$ cat config.mk
export PLATFORM = sky130hd
export DESIGN_NAME = reprog_loader
export DESIGN_NICKNAME = d
export VERILOG_FILES = /design/src/rtl/reprog_pkg.sv /design/src/rtl/reprog_word_pack.sv /design/src/rtl/reprog_loader.sv
export SDC_FILE = /design/constraint.sdc
export NUM_CORES = 1
export LEC_CHECK = 0
export CORE_UTILIZATION = 45
export DETAILED_ROUTE_END_ITERATION = 7
export GPL_TIMING_DRIVEN = 0
export PLACE_DENSITY = 0.78
export SLEW_MARGIN = 30
export SYNTH_ARGS = -nofsm -noshare
export SYNTH_HDL_FRONTEND = slang
export SYNTH_SLANG_ARGS = --single-unit
$ cat constraint.sdc
create_clock -name clk -period 4.8 [get_ports clk]
set_input_delay 1.44 -clock clk [delete_from_list [all_inputs] [get_ports clk]]
set_output_delay 1.44 -clock clk [all_outputs]
set_load 0.05 [all_outputs]
$ cat src/rtl/reprog_pkg.sv
// Shared types and constants for the framed reprogramming loader.
package reprog_pkg;

  typedef enum logic [2:0] {
    IDLE,
    ADDR0,
    ADDR1,
    LEN0,
    LEN1,
    DATA,
    CKSUM
  } state_t;

  localparam logic [7:0] DEFAULT_SYNC = 8'h55;

  typedef logic [15:0] count_t;

endpackage

$ cat src/rtl/reprog_word_pack.sv
// Packs an LSB-first byte stream into BYTES-wide words; word/word_valid include the byte
// presented this cycle so the completed word can be registered on the accepting edge.
module reprog_word_pack #(
  parameter  int BYTES  = 4,
  localparam int DATA_W = 8 * BYTES,
  localparam int CNT_W  = (BYTES > 1) ? $clog2(BYTES) : 1
) (
  input  logic              clk,
  input  logic              rstn,
  input  logic              clear,
  input  logic              byte_valid,
  input  logic [7:0]        byte_data,
  output logic [DATA_W-1:0] word,
  output logic              word_valid
);

  logic [CNT_W-1:0] byte_cnt;
  logic             last_byte;

  assign last_byte  = (byte_cnt == CNT_W'(BYTES - 1));
  assign word_valid = byte_valid & last_byte;

  always_ff @(posedge clk or negedge rstn) begin
    if (!rstn) begin
      byte_cnt <= '0;
    end else if (clear) begin
      byte_cnt <= '0;
    end else if (byte_valid) begin
      byte_cnt <= last_byte ? '0 : byte_cnt + CNT_W'(1);
    end
  end

  generate
    if (BYTES > 1) begin : g_multi
      // Holds the earlier bytes of the word; the newest byte lands on top, oldest at bit 0.
      logic [DATA_W-9:0] shift_q;

      assign word = {byte_data, shift_q};

      always_ff @(posedge clk or negedge rstn) begin
        if (!rstn) begin
          shift_q <= '0;
        end else if (clear) begin
          shift_q <= '0;
        end else if (byte_valid) begin
          shift_q <= word[DATA_W-1:8];
        end
      end
    end else begin : g_single
      assign word = byte_data;
    end
  endgenerate

endmodule

$ cat src/rtl/reprog_loader.sv
// Framed stream loader between the host memory port and a byte-enabled RAM.
// Optional checksum byte and verification enabled by defining REPROG_CHECKSUM_EN.
module reprog_loader
  import reprog_pkg::*;
#(
  parameter  int         ADDR_WIDTH = 12,
  parameter  int         BYTES      = 4,
  parameter  logic [7:0] SYNC       = DEFAULT_SYNC,
  localparam int         DATA_W     = 8 * BYTES
) (
  input  logic                  clk,
  input  logic                  rstn,
  input  logic                  prog_en,
  input  logic [7:0]            s_data,
  input  logic                  s_valid,
  output logic                  s_ready,
  input  logic [ADDR_WIDTH-1:0] addr_in,
  input  logic [DATA_W-1:0]     data_in,
  input  logic [BYTES-1:0]      we_in,
  input  logic                  en_in,
  output logic [ADDR_WIDTH-1:0] addr_out,
  output logic [DATA_W-1:0]     data_out,
  output logic [BYTES-1:0]      we_out,
  output logic                  en_out,
  output logic                  busy,
  output logic                  done,
  output logic                  err
);

  state_t state, state_nxt;

  logic                  accept;
  logic                  frame_start;
  logic                  abort;
  logic                  pack_valid;
  logic                  word_valid;
  logic                  last_word;
  logic [DATA_W-1:0]     word;
  logic [7:0]            addr_lo;
  logic [7:0]            len_lo;
  count_t                len_full;
  count_t                words_left;
  logic [ADDR_WIDTH-1:0] next_addr;

  logic                  wr_en;
  logic [BYTES-1:0]      wr_we;
  logic [ADDR_WIDTH-1:0] wr_addr;
  logic [DATA_W-1:0]     wr_data;

`ifdef REPROG_CHECKSUM_EN
  logic [7:0] cksum;
  logic [7:0] cksum_sum;
  assign cksum_sum = cksum + s_data;
`else
  logic done_pending;
`endif

  assign accept    = prog_en & s_valid;
  assign len_full  = {s_data, len_lo};
  assign last_word = word_valid && (words_left == count_t'(1));

  assign s_ready  = prog_en;
  assign busy     = (state != IDLE);
  assign addr_out = prog_en ? wr_addr : addr_in;
  assign data_out = prog_en ? wr_data : data_in;
  assign we_out   = prog_en ? wr_we   : we_in;
  assign en_out   = prog_en ? wr_en   : en_in;

  reprog_word_pack #(
    .BYTES(BYTES)
  ) u_pack (
    .clk       (clk),
    .rstn      (rstn),
    .clear     (frame_start | abort),
    .byte_valid(pack_valid),
    .byte_data (s_data),
    .word      (word),
    .word_valid(word_valid)
  );

  always_ff @(posedge clk or negedge rstn) begin
    if (!rstn) begin
      state <= IDLE;
    end else begin
      state <= state_nxt;
    end
  end

  // Leaving programming mode always parks the FSM; doing so mid-frame is an abort.
  always_comb begin
    state_nxt   = state;
    frame_start = 1'b0;
    abort       = 1'b0;
    pack_valid  = 1'b0;
    if (!prog_en) begin
      state_nxt = IDLE;
      abort     = (state != IDLE);
    end else if (s_valid) begin
      case (state)
        IDLE: begin
          if (s_data == SYNC) begin
            state_nxt   = ADDR0;
            frame_start = 1'b1;
          end
        end
        ADDR0: state_nxt = ADDR1;
        ADDR1: state_nxt = LEN0;
        LEN0:  state_nxt = LEN1;
        LEN1: begin
          if (len_full == '0) begin
`ifdef REPROG_CHECKSUM_EN
            state_nxt = CKSUM;
`else
            state_nxt = IDLE;
`endif
          end else begin
            state_nxt = DATA;
          end
        end
        DATA: begin
          pack_valid = 1'b1;
          if (last_word) begin
`ifdef REPROG_CHECKSUM_EN
            state_nxt = CKSUM;
`else
            state_nxt = IDLE;
`endif
          end
        end
`ifdef REPROG_CHECKSUM_EN
        CKSUM:   state_nxt = IDLE;
`endif
        default: state_nxt = IDLE;
      endcase
    end
  end

  always_ff @(posedge clk or negedge rstn) begin
    if (!rstn) begin
      addr_lo    <= '0;
      len_lo     <= '0;
      words_left <= '0;
      next_addr  <= '0;
      wr_en      <= 1'b0;
      wr_we      <= '0;
      wr_addr    <= '0;
      wr_data    <= '0;
      done       <= 1'b0;
      err        <= 1'b0;
`ifdef REPROG_CHECKSUM_EN
      cksum      <= '0;
`else
      done_pending <= 1'b0;
`endif
    end else begin
      wr_en <= 1'b0;
      wr_we <= '0;
      done  <= 1'b0;

      if (frame_start) begin
        err <= 1'b0;
      end else if (abort) begin
        err <= 1'b1;
      end

      if (accept) begin
        case (state)
          ADDR0:   addr_lo    <= s_data;
          ADDR1:   next_addr  <= ADDR_WIDTH'({s_data, addr_lo});
          LEN0:    len_lo     <= s_data;
          LEN1:    words_left <= len_full;
          default: ;
        endcase
      end

      // Completed words become a single full-width write pulse on the next cycle.
      if (word_valid) begin
        wr_en      <= 1'b1;
        wr_we      <= '1;
        wr_addr    <= next_addr;
        wr_data    <= word;
        next_addr  <= next_addr + ADDR_WIDTH'(1);
        words_left <= words_left - count_t'(1);
      end

`ifdef REPROG_CHECKSUM_EN
      if (frame_start) begin
        cksum <= '0;
      end else if (accept && state != IDLE) begin
        cksum <= cksum_sum;
      end
      if (accept && state == CKSUM) begin
        if (cksum_sum == '0) begin
          done <= 1'b1;
        end else begin
          err <= 1'b1;
        end
      end
`else
      // done trails the final write by a cycle so the two never overlap.
      done_pending <= last_word;
      if (done_pending || (accept && state == LEN1 && len_full == '0)) begin
        done <= 1'b1;
      end
`endif
    end
  end

endmodule

==> impl_metrics.ini <==
[logic_synthesis]
yosysTopAreaCell = dfrtp_1
synth_cells = 638
synth_top_cell_area_share_pct = 51.3
synthTopCellsByArea = dfrtp_1 51%, nand2_1 14%, mux2_2 11%, a21oi_1 4.0%, o21ai_0 1.4%
synth_edf_count = 0
syn-cell-area_um2 = 5900
ys_warn_count = 0
async_reset_ff_share_pct = 100
yosysUniqueCellTypes = 50
ys_seq_area_share_pct = 51.3
syn_nets = 703
avgSynthCellArea_um2 = 9.25
synth_flop_cell = dfrtp_1
synth-seq-cells = 121

[worst_setup_path]
path_class = input pin to output port
r2r_cells = 8
reg2reg_from = u_pack.byte_cnt[0]
worstSetupStartpointType = input pin
crit_arrival_ps = 3310
required_ps = 3360
regToRegEndpoint = wr_data[23]
cp-startpoint = prog_en
cp_max_fo = 10
end_kind = output port
r2r_setup_slack_ps = 2760

[floorplanning]
rows = 41
core-area_um2 = 12700
start_util_pct = 46.4
die_area_um2 = 13600
dieWidth_um = 117
num_io_pins = 114
die_y_um = 117

[clock_network]
clockBufferDepth = 2
htreeDepth = 4
clock_sinks = 121
tritoncts.num_buffers = 17
clk_latency_ps = 410
ctsRootBufferMaster = clkbuf_16
cts_tree = built
cts.clk_slew.worst_paths_ps = 50

[place]
port_buffers = 113
dp_cells = 924
gp_congestion = 0.886
dpl.hpwl_mm = 10.7

[pwr]
power.clock.fraction_pct = 34.3
p_int_mw = 2.27
p_sw_mw = 1.12
ir_drop_v = 0.000246
p_per_area_nw_per_um2 = 438
seqPwrFrac_pct = 40.7
combPwrFrac_pct = 25.1
p_leak_nw = 3.78
switching_share_pct = 33.1
power_mw = 3.39

[worst_hold_path]
hp-start = u_pack.g_multi.shift_q[5]
hold_depth = 2
worstHoldEndpoint = wr_data[5]
hp-class = flip-flop to flip-flop

[timing]
period_share_pct = 98.9
fin_worst_skew_ps = 6.67
slew_violations = 0
rsz0062_at_grt = false
finalCriticalPeriod_ps = 4750
maxSlewHeadroom_pct = 51.0
finalHoldViolCount = 0
setup_viol = 0
tightest_slew_ps = 732
max_freq_mhz = 211

[grt]
grt_max_degree = 89
grt_use_total_pct = 23.9
grt_pass1_wl_mm = 24.8
overflow = 0
first_global_vias = 5204
antenna_found_initial = 0

[route]
ant_nets = 0
vias_per_cell = 5.43
drt-initial-drc-count = 389
drtPass1Iterations = 5
vias = 5178
wl_mm = 15.4
avgRoutedWirePerCell_um = 16.1
drc = 0

[layout]
final_nets = 836
area_growth_pct = 31.3
num_antenna_cells = 0
num-fill-cells = 1099
multiInputGateArea_um2 = 2650
register_area_um2 = 3030
drive_gt1_share_pct = 17.8
layout_common_cells = 213 x nand2_1, 121 x dfrtp_1, 63 x clkdlybuf4s50_1
finalNonFillerCells = 954
layout_commonest_cell = nand2_1

[job]
drv_cap = 0

[outcome]
outcome = finished, final reports clean
## synthesized netlist by cell type (all sizes together), types with 8 or more instances
library cell,number
nand2,214
dfrtp,121
mux2,60
a21oi,47
nand3,15
inv,12
clkbuf,13
nor2,22
nor4,8
o21ai,18
o22ai,8
nor3,9
buf,22
## power groups by stage
stage / registers, mW / logic (mW) / clock network, mW
3_3_place_gp: 1.38 / 0.821 / 0
2_1_floorplan: 1.35 / 0.591 / 0
5_1_grt: 1.41 / 0.930 / 1.22
3_5_place_dp: 1.39 / 0.858 / 0
6_report: 1.38 / 0.851 / 1.16
4_1_cts: 1.37 / 0.848 / 1.17
## critical path: stages
cell and delay, ps:
clkdlybuf4s50_1 560, clkbuf_4 290, clkbuf_4 250, mux2_2 340, dlygate4sd2_1 420
## kinds of logic after synthesis
logic type	Yosys count	synth area share, %
AO/OA/AOI/OAI	108	11.2
adder cells (fa/ha/maj)	4	0.848
buffers and inverters	48	3.77
flip-flops	121	51.3
multiplexers	60	11.5
AND/OR/NAND/NOR	297	21.4
## repair_timing
action | CTS | global route
hold buffers | 0 | 0
setup buffers | 0 | 0
setup endpoints to repair | 49 | 23
cloned | 0 | 0
gates resized for setup | 70 | 34
## metal layers
metal / wire length, um / global-route usage, %
met2: 7710 / 40.6
met5: 0 / 0
met3: 816 / 4.88
met1: 6460 / 29.7
met4: 372 / 10.1
## state kept, by name, summed over array words and instances (netlist names), 2 cells and up
| name | cells |
|---|---|
| state | 3 |
| u_pack.g_multi.shift_q | 24 |
| wr_data | 32 |
| len_lo | 8 |
| wr_addr | 12 |
| u_pack.byte_cnt | 2 |
| addr_lo | 8 |
| next_addr | 12 |
| words_left | 16 |
## worst max path at each step
stage | cells after the start | to | slack [ps]
2_1_floorplan | 3 | en_out | 410
3_3_place_gp | 1 | wr_addr[2] | -2200
3_5_place_dp | 5 | data_out[12] | -820
4_1_cts | 4 | data_out[31] | 3
5_1_grt | 5 | addr_out[5] | 0.8
6_report | 5 | addr_out[5] | 50
## final cells by class
type	count	area share (%)
Tap cell	172	2.78
Clock buffer	21	5.94
Multi-Input combinational cell	469	34.2
Clock inverter	9	0.985
Timing Repair Buffer	114	13.9
Sequential cell	121	39.1
Inverter	13	0.694
Buffer	35	2.44
## per-stage QoR
step | area (um2) | setup TNS (ps) | setup slack [ps] | hold slack (ps) | utilization, %
floorplan | 5900 | 0 | 415 | 417 | -
global placement | 7250 | -299210 | -2200 | 451 | 57.0
detailed placement | 7280 | -36290 | -824 | 457 | 57.2
CTS | 7790 | 0 | 2.98 | 471 | 61.2
global route | 7750 | 0 | 0.818 | 483 | 60.9
finish | 7750 | 0 | 54.7 | 470 | 60.9
No activity file was read; power rests on OpenSTA's default activity.
